--- src/rtl/dt_pass_sequencer.sv ---
// Pixel scheduler for the distance-transform engine: forward raster pass then reverse pass over interior pixels.
// Build option: define DT_SEQ_PERF_EN to add the saturating busy-cycle counter output perf_cycles.
module dt_pass_sequencer #(
  parameter int IMG_W  = 128,
  parameter int IMG_H  = 128,
  parameter int ADDR_W = 14
) (
  input  logic              clk,
  input  logic              reset,
  input  logic              start,
  output logic              pix_valid,
  input  logic              pix_ready,
  output logic [ADDR_W-1:0] pix_addr,
  output logic              pix_dir,
  input  logic              pix_done,
  output logic              busy,
  output logic              done,
  output logic [ADDR_W-1:0] pix_cnt
`ifdef DT_SEQ_PERF_EN
  ,
  output logic [31:0]       perf_cycles
`endif
);

  localparam int XW = $clog2(IMG_W);
  localparam logic [ADDR_W-1:0] FIRST = ADDR_W'(IMG_W + 1);
  localparam logic [ADDR_W-1:0] LAST  = ADDR_W'((IMG_H - 2) * IMG_W + IMG_W - 2);
  localparam logic [XW-1:0]     X_LO  = XW'(1);
  localparam logic [XW-1:0]     X_HI  = XW'(IMG_W - 2);

  localparam logic [2:0] S_IDLE     = 3'd0;
  localparam logic [2:0] S_FP_ISSUE = 3'd1;
  localparam logic [2:0] S_FP_WAIT  = 3'd2;
  localparam logic [2:0] S_BP_ISSUE = 3'd3;
  localparam logic [2:0] S_BP_WAIT  = 3'd4;
  localparam logic [2:0] S_DONE     = 3'd5;

  logic [2:0]        state_reg, state_next;
  logic [ADDR_W-1:0] addr_reg, addr_next;
  logic [ADDR_W-1:0] cnt_reg, cnt_next;
  logic              dir_reg, dir_next;
  logic [XW-1:0]     x_cur;
  logic              start_ok;

  assign x_cur    = addr_reg[XW-1:0];
  assign start_ok = start && ((state_reg == S_IDLE) || (state_reg == S_DONE));

  // Stepping past a row edge skips the two border columns of the row being left and entered.
  always_comb begin
    state_next = state_reg;
    addr_next  = addr_reg;
    dir_next   = dir_reg;
    cnt_next   = cnt_reg;
    if (start_ok) begin
      state_next = S_FP_ISSUE;
      addr_next  = FIRST;
      dir_next   = 1'b0;
      cnt_next   = '0;
    end else begin
      case (state_reg)
        S_IDLE, S_DONE: ;
        S_FP_ISSUE: if (pix_ready) state_next = S_FP_WAIT;
        S_FP_WAIT: begin
          if (pix_done) begin
            if (addr_reg == LAST) begin
              state_next = S_BP_ISSUE;
              addr_next  = LAST;
              dir_next   = 1'b1;
              cnt_next   = '0;
            end else begin
              state_next = S_FP_ISSUE;
              cnt_next   = cnt_reg + ADDR_W'(1);
              addr_next  = addr_reg + ((x_cur == X_HI) ? ADDR_W'(3) : ADDR_W'(1));
            end
          end
        end
        S_BP_ISSUE: if (pix_ready) state_next = S_BP_WAIT;
        S_BP_WAIT: begin
          if (pix_done) begin
            cnt_next = cnt_reg + ADDR_W'(1);
            if (addr_reg == FIRST) begin
              state_next = S_DONE;
            end else begin
              state_next = S_BP_ISSUE;
              addr_next  = addr_reg - ((x_cur == X_LO) ? ADDR_W'(3) : ADDR_W'(1));
            end
          end
        end
        default: state_next = S_IDLE;
      endcase
    end
  end

  always_ff @(posedge clk) begin
    if (!reset) begin
      state_reg <= S_IDLE;
      addr_reg  <= '0;
      dir_reg   <= 1'b0;
      cnt_reg   <= '0;
    end else begin
      state_reg <= state_next;
      addr_reg  <= addr_next;
      dir_reg   <= dir_next;
      cnt_reg   <= cnt_next;
    end
  end

  assign pix_valid = (state_reg == S_FP_ISSUE) || (state_reg == S_BP_ISSUE);
  assign busy      = pix_valid || (state_reg == S_FP_WAIT) || (state_reg == S_BP_WAIT);
  assign done      = (state_reg == S_DONE);
  assign pix_addr  = addr_reg;
  assign pix_dir   = dir_reg;
  assign pix_cnt   = cnt_reg;

`ifdef DT_SEQ_PERF_EN
  logic [31:0] perf_reg;

  always_ff @(posedge clk) begin
    if (!reset) begin
      perf_reg <= '0;
    end else if (start_ok) begin
      perf_reg <= '0;
    end else if (busy && (perf_reg != 32'hFFFF_FFFF)) begin
      perf_reg <= perf_reg + 32'd1;
    end
  end

  assign perf_cycles = perf_reg;
`endif

endmodule

--- config.mk ---
export PLATFORM = sky130hd
export DESIGN_NAME = dt_pass_sequencer
export DESIGN_NICKNAME = d
export VERILOG_FILES = /design/src/rtl/dt_pass_sequencer.sv
export SDC_FILE = /design/constraint.sdc
export NUM_CORES = 1
export LEC_CHECK = 0
export BUFFER_PORTS_ARGS = -buffer_cell sky130_fd_sc_hd__buf_2
export CAP_MARGIN = 25
export CORE_MARGIN = 1.5
export CORE_UTILIZATION = 40
export CTS_CLUSTER_DIAMETER = 80
export DETAILED_ROUTE_END_ITERATION = 10
export PLACE_DENSITY = 0.58
export RECOVER_POWER = 100
export SLEW_MARGIN = 10
export SYNTH_ARGS = -nofsm -noshare
export SYNTH_HDL_FRONTEND = slang
export SYNTH_SLANG_ARGS = --single-unit
--- constraint.sdc ---
create_clock -name clk -period 4.9 [get_ports clk]
set_clock_uncertainty 0.2 [all_clocks]
set_input_delay 0.49 -clock clk [delete_from_list [all_inputs] [get_ports clk]]
set_output_delay 0.49 -clock clk [all_outputs]
set_load 0.01 [all_outputs]
**Word level (Yosys, flattened, before mapping)**

Cells that the tools add are included.

- Register bits after elaboration: 32
- Logic and storage cells: 67

- Eq/ne operators: 20
- Bitwise logic cells: 2
- Reductions and logical operators: 16
- Add/subtract/negate cells: 3
- Mux-type cells: 20

Operator list:

| cell | count |
|---|---|
| $mux 14 | 7 |
| $pmux 14 s2 | 2 |
| $mux 3 | 5 |
| $ne 3x3->1 const B | 5 |
| $pmux 3 s5 | 1 |
| $add 14x1->14 const B | 1 |
| $add 14x2->14 | 1 |
| $eq 14x14->1 const B | 1 |
| $eq 14x8->1 const B | 1 |
| $sub 14x2->14 | 1 |
| $ne 2x2->1 const B | 6 |
| $reduce_and 5->1 | 2 |
| $mux 8 | 1 |
| $reduce_and 4->1 | 2 |
| $eq 7x1->1 const B | 1 |
| $eq 7x7->1 const B | 1 |
| $eq 3x2->1 const B | 2 |
| $eq 3x3->1 const B | 2 |
| $mux 2 | 3 |
| $reduce_and 3->1 | 2 |
| $logic_or 1x1->1 | 4 |
| $reduce_or 2->1 | 2 |
| $eq 3x1->1 const B | 1 |
| $logic_not 3->1 | 1 |
| other kinds (5) | 6 |

**Longest topological paths before layout**

- Depth in word-level cells: 7
- Gate-level depth with buffers: 10
- Gate-level depth less buffers: 9

**Least setup slack after synthesis**

No wires, ideal clock.

- Kind: register to register
- From: register addr_reg[0] (netlist: pix_addr[0])
- To: register addr_reg[12] (netlist: pix_addr[12])
- Setup time: 0.091 ns
- Buffers on the path: 0
- Cell stages (with the launch flop): 10
- Clock period less this slack: 2.958 ns
- Required time: 4.609 ns
- Arrival: 2.668 ns
- Setup slack: 1.942 ns
- Path through: dfxtp_1 -> or4b_2 -> or2_2 -> inv_1 -> fa_1 -> nand4bb_1 -> or4b_1 -> o221ai_1 -> a21oi_1 -> a311oi_1

- Longest elaborated chain between the ends: 6
- Elaborated cells between the ends (all ways): 15
- Classes of those cells: 2 x add/sub; 5 x eq/ne; 7 x mux; 1 x reduce/logical

Ends and longest elaborated chain:

| element | line | RTL |
|---|---|---|
| from (decl) | 39 | `logic [ADDR_W-1:0] addr_reg, addr_next;` |
| from (signal assigned) | 102 | `addr_reg <= addr_next;` |
| $eq 7x1->1 / $eq 7x7->1 (equally long branches) | 85, 73 |  |
| $mux 2 (on tied branches) | 85, 73 |  |
| $sub 14x2->14 / $add 14x2->14 (equally long branches) | 85, 73 |  |
| $mux 14 (on tied branches) | 81, 65 |  |
| $mux 14 (on tied branches) | 79, 64 |  |
| $pmux 14 s2 | 60 | `case (state_reg)` |

Parallel ways exist; a longest one is shown, timed or not. The select of a mux whose other input is x is not followed.
A chain may end at the register's enable or synchronous reset.

**Worst setup path in the final report**

- From: register addr_reg[2] (netlist: pix_addr[2])
- To: register addr_reg[5] (netlist: pix_addr[5])

Same word-level chain as after synthesis.

==> qor.yml <==
status: "finished clean"
min_from: "reset"
ctsHtreeMaxLevel: 2
rsz0062_at_grt: "no"
r2r_start: "pix_addr[2]$_SDFFE_PP0P_"
num_vias: 2215
slowest_stage: "nor4_1"
crit_type: "reg2reg"
fmax_ghz: 0.2911
p_leak_nw: 0.8087
pwr-share-seq_pct: 46.5
async_reset_ff_share_pct: 0
syn2layout_area_growth_pct: 10.62
cp-start-kind: "register"
synth_area_per_cell_um2: 8.053
place_area_mm2: 0.002400
setup_violations: 0
clock_latency_ns: 0.30
die_x_um: 77.41
synth_area_mm2: 0.002215
syn_nets: 285
fp.dieArea_mm2: 0.005992
fin_cells: 372
slowest_delay_ns: 1.25
cts_tree: "yes"
synth_top_family_by_area: "simple AND/OR/NAND/NOR gates"
final_cell_mix: "clkbuf_1 (32), dfxtp_1 (32), nand2_1 (23)"
n_antenna_cell: 0
clockPowerShare_pct: 45.6
clock-sinks: 32
cp_max_fo: 12
r2r-end: "pix_addr[5]$_SDFFE_PP0P_"
cp_data_required_time_ns: 4.91
p_per_area_mw_per_mm2: 236.0
ys.flop_type: "dfxtp_1"
synth_compound_area_share_pct: 23.28
vdd_ir_drop_max_v: 0.0001433
arrival_ns: 3.45
switching_share_pct: 25.56
dr.first_iter.drc_count: 237
cts_buffers: 5
grt_pass1_vias: 2054
clockRootBuffer: "clkbuf_8"
reg2reg_slack_ns: 1.46
reg2reg_depth: 5
portBuffers: 36
fin_area_mm2: 0.002450
path_cells: "nand4_1 > nor4_1 > nand2_1 > a21o_1 > a211oi_1"
worstMarginPinSlew_ns: 1.440
drc: 0
p_sw_w: 0.0001478
syn-instance-count: 275
postCtsHoldBufs: 0
relSlewSlack_pct: 3.093
wl_per_cell_um: 16.63
hold_end: "pix_addr[0]$_SDFFE_PN0P_"
max-cap-violations: 0
die-height_um: 77.41
placementRows: 26
synth_warnings: 0
core-area_mm2: 0.005238
hold_depth: 2
grt_first_pass_wirelength_um: 10430
firstDrtPassIters: 5
grt_max_degree: 21
slew_violations: 0
yosys.area_share.xor_xnor_pct: 4.746
synth_mux_area_share_pct: 1.977
cts_max_path_buffers: 2
post-route-min-period_ns: 3.436
hold_path_class: "in2reg"
drive_above_1_share_pct: 10.60
synthSimpleGateAreaFrac_pct: 30.73
path_buf_inv: 0
dp.cells: 364
antenna_found_initial: 0
ys_seq_elements: 32
synth_edf_count: 0
io_pins: 37
final_nets: 311
synthAdderAreaFrac_pct: 3.503
clk_pin_slew_ns: 0.08
gr-total-overflow: 0
combPwrFrac_pct: 7.9
fin_crit_sh_pct: 70.11
cp-end-kind: "register"
finalHoldViolCount: 0
ys_seq_area_share_pct: 28.93
ys_types: 64
place.gp.congestion: 0.9463
crit_family: "simple AND/OR/NAND/NOR gates"
cts_setup_buffers: 0
grt_usage_pct: 22.07
viasPerCell: 5.954
post_cts_resized: 0
routed_wl_um: 6186
intPower_w: 0.0004304
initial_core_util_pct: 42.28
dp_hpwl_um: 4351
tns_ns: 0
ant_nets: 0
## cells in the mapped netlist (2+ instances only)
master,n,area [um^2]
and4_1,2,17.52
nand4b_1,2,17.52
nand2b_1,2,12.51
clkbuf_1,11,41.29
o32ai_1,2,17.52
nor2b_1,2,12.51
xnor2_1,6,52.55
and3_1,2,12.51
nor2_1,21,78.83
nor3_1,8,40.04
nand3_1,14,70.07
clkbuf_8,2,27.53
or3_1,6,37.54
o221ai_1,2,17.52
a211oi_1,9,67.56
o311a_1,2,20.02
a21oi_1,22,110.1
o211ai_1,2,15.01
dfxtp_1,32,640.6
a311oi_1,2,17.52
nand4bb_1,2,22.52
xor2_1,6,52.55
ha_1,3,37.54
a21o_1,4,30.03
nand4_1,12,75.07
or4_1,3,22.52
nor4_1,3,18.77
or2_2,4,25.02
clkbuf_2,2,10.01
inv_1,13,48.80
or3_2,2,15.01
buf_1,2,7.510
o21ai_0,6,30.03
nand2_2,2,12.51
mux2_2,3,33.78
o32a_1,4,40.04
nand2_1,22,82.58
fa_1,2,40.04
or4b_2,2,20.02
o22ai_1,2,12.51
o22a_1,2,17.52
## kinds of logic (layout without fill, tap and decap cells)
kind of cell	Yosys count	after routing
muxes	4	4
buffers and inverters	32	59
DFF	32	32
and+or+nand+nor	119	119
AOI/OAI and AO/OA	71	71
adders and majority gates	5	5
xor gates and xnor gates	12	12
## power groups by stage
stage / Clock, W / Sequential (W) / Combinational [W]
4_1_cts: 0.000268 / 0.000269 / 0.0000466
2_1_floorplan: 0 / 0.000271 / 0.0000363
6_report: 0.000264 / 0.000269 / 0.0000456
3_3_place_gp: 0 / 0.000275 / 0.0000463
5_1_grt: 0.000281 / 0.000270 / 0.0000505
3_5_place_dp: 0 / 0.000275 / 0.0000464
## worst max-delay path by stage
stage,start,end,slack (ns),cells after the start
after global routing,pix_addr[2]$_SDFFE_PP0P_,pix_addr[3]$_SDFFE_PP0P_,1.20,5
after detailed placement,pix_addr[6]$_SDFFE_PP0P_,pix_addr[12]$_SDFFE_PP0P_,1.66,9
after floorplan,pix_addr[0]$_SDFFE_PN0P_,pix_addr[12]$_SDFFE_PP0P_,1.94,9
after global placement,pix_addr[6]$_SDFFE_PP0P_,pix_addr[12]$_SDFFE_PP0P_,1.79,9
final,pix_addr[2]$_SDFFE_PP0P_,pix_addr[5]$_SDFFE_PP0P_,1.46,5
after CTS,pix_addr[6]$_SDFFE_PP0P_,pix_addr[12]$_SDFFE_PP0P_,1.67,9
## per-layer routing
layer / vias to the layer above / track usage (%) / part of all wire [%]
met4: 0 / 8.545 / 2.1
met5: - / 0 / 0
li1: 1092 / - / -
met1: 1044 / 29.22 / 46
met3: 14 / 5.176 / 5.2
met2: 65 / 34.65 / 47
## metrics by stage
step                      hold slack (ns)  setup slack [ns]  power (W)  util (%)
after floorplan                    0.3047             1.942  0.0003076         -
after global placement             0.2509             1.788  0.0003212     45.82
after detailed placement           0.2630             1.658  0.0003213     45.82
after CTS                          0.2730             1.668  0.0005837     47.95
after global routing               0.2741             1.202  0.0006015     46.78
final                              0.2723             1.464  0.0005782     46.78
## cell type report
| type | instances | area [um^2] |
|---|---|---|
| Fill cell | 567 | 2788 |
| Clock inverter | 3 | 42.54 |
| Inverter | 13 | 48.80 |
| Clock buffer | 5 | 68.82 |
| Tap cell | 70 | 87.58 |
| Multi-Input combinational cell | 211 | 1406 |
| Timing Repair Buffer | 38 | 155.1 |
| Sequential cell | 32 | 640.6 |
No activity file was read; power rests on OpenSTA's default activity.
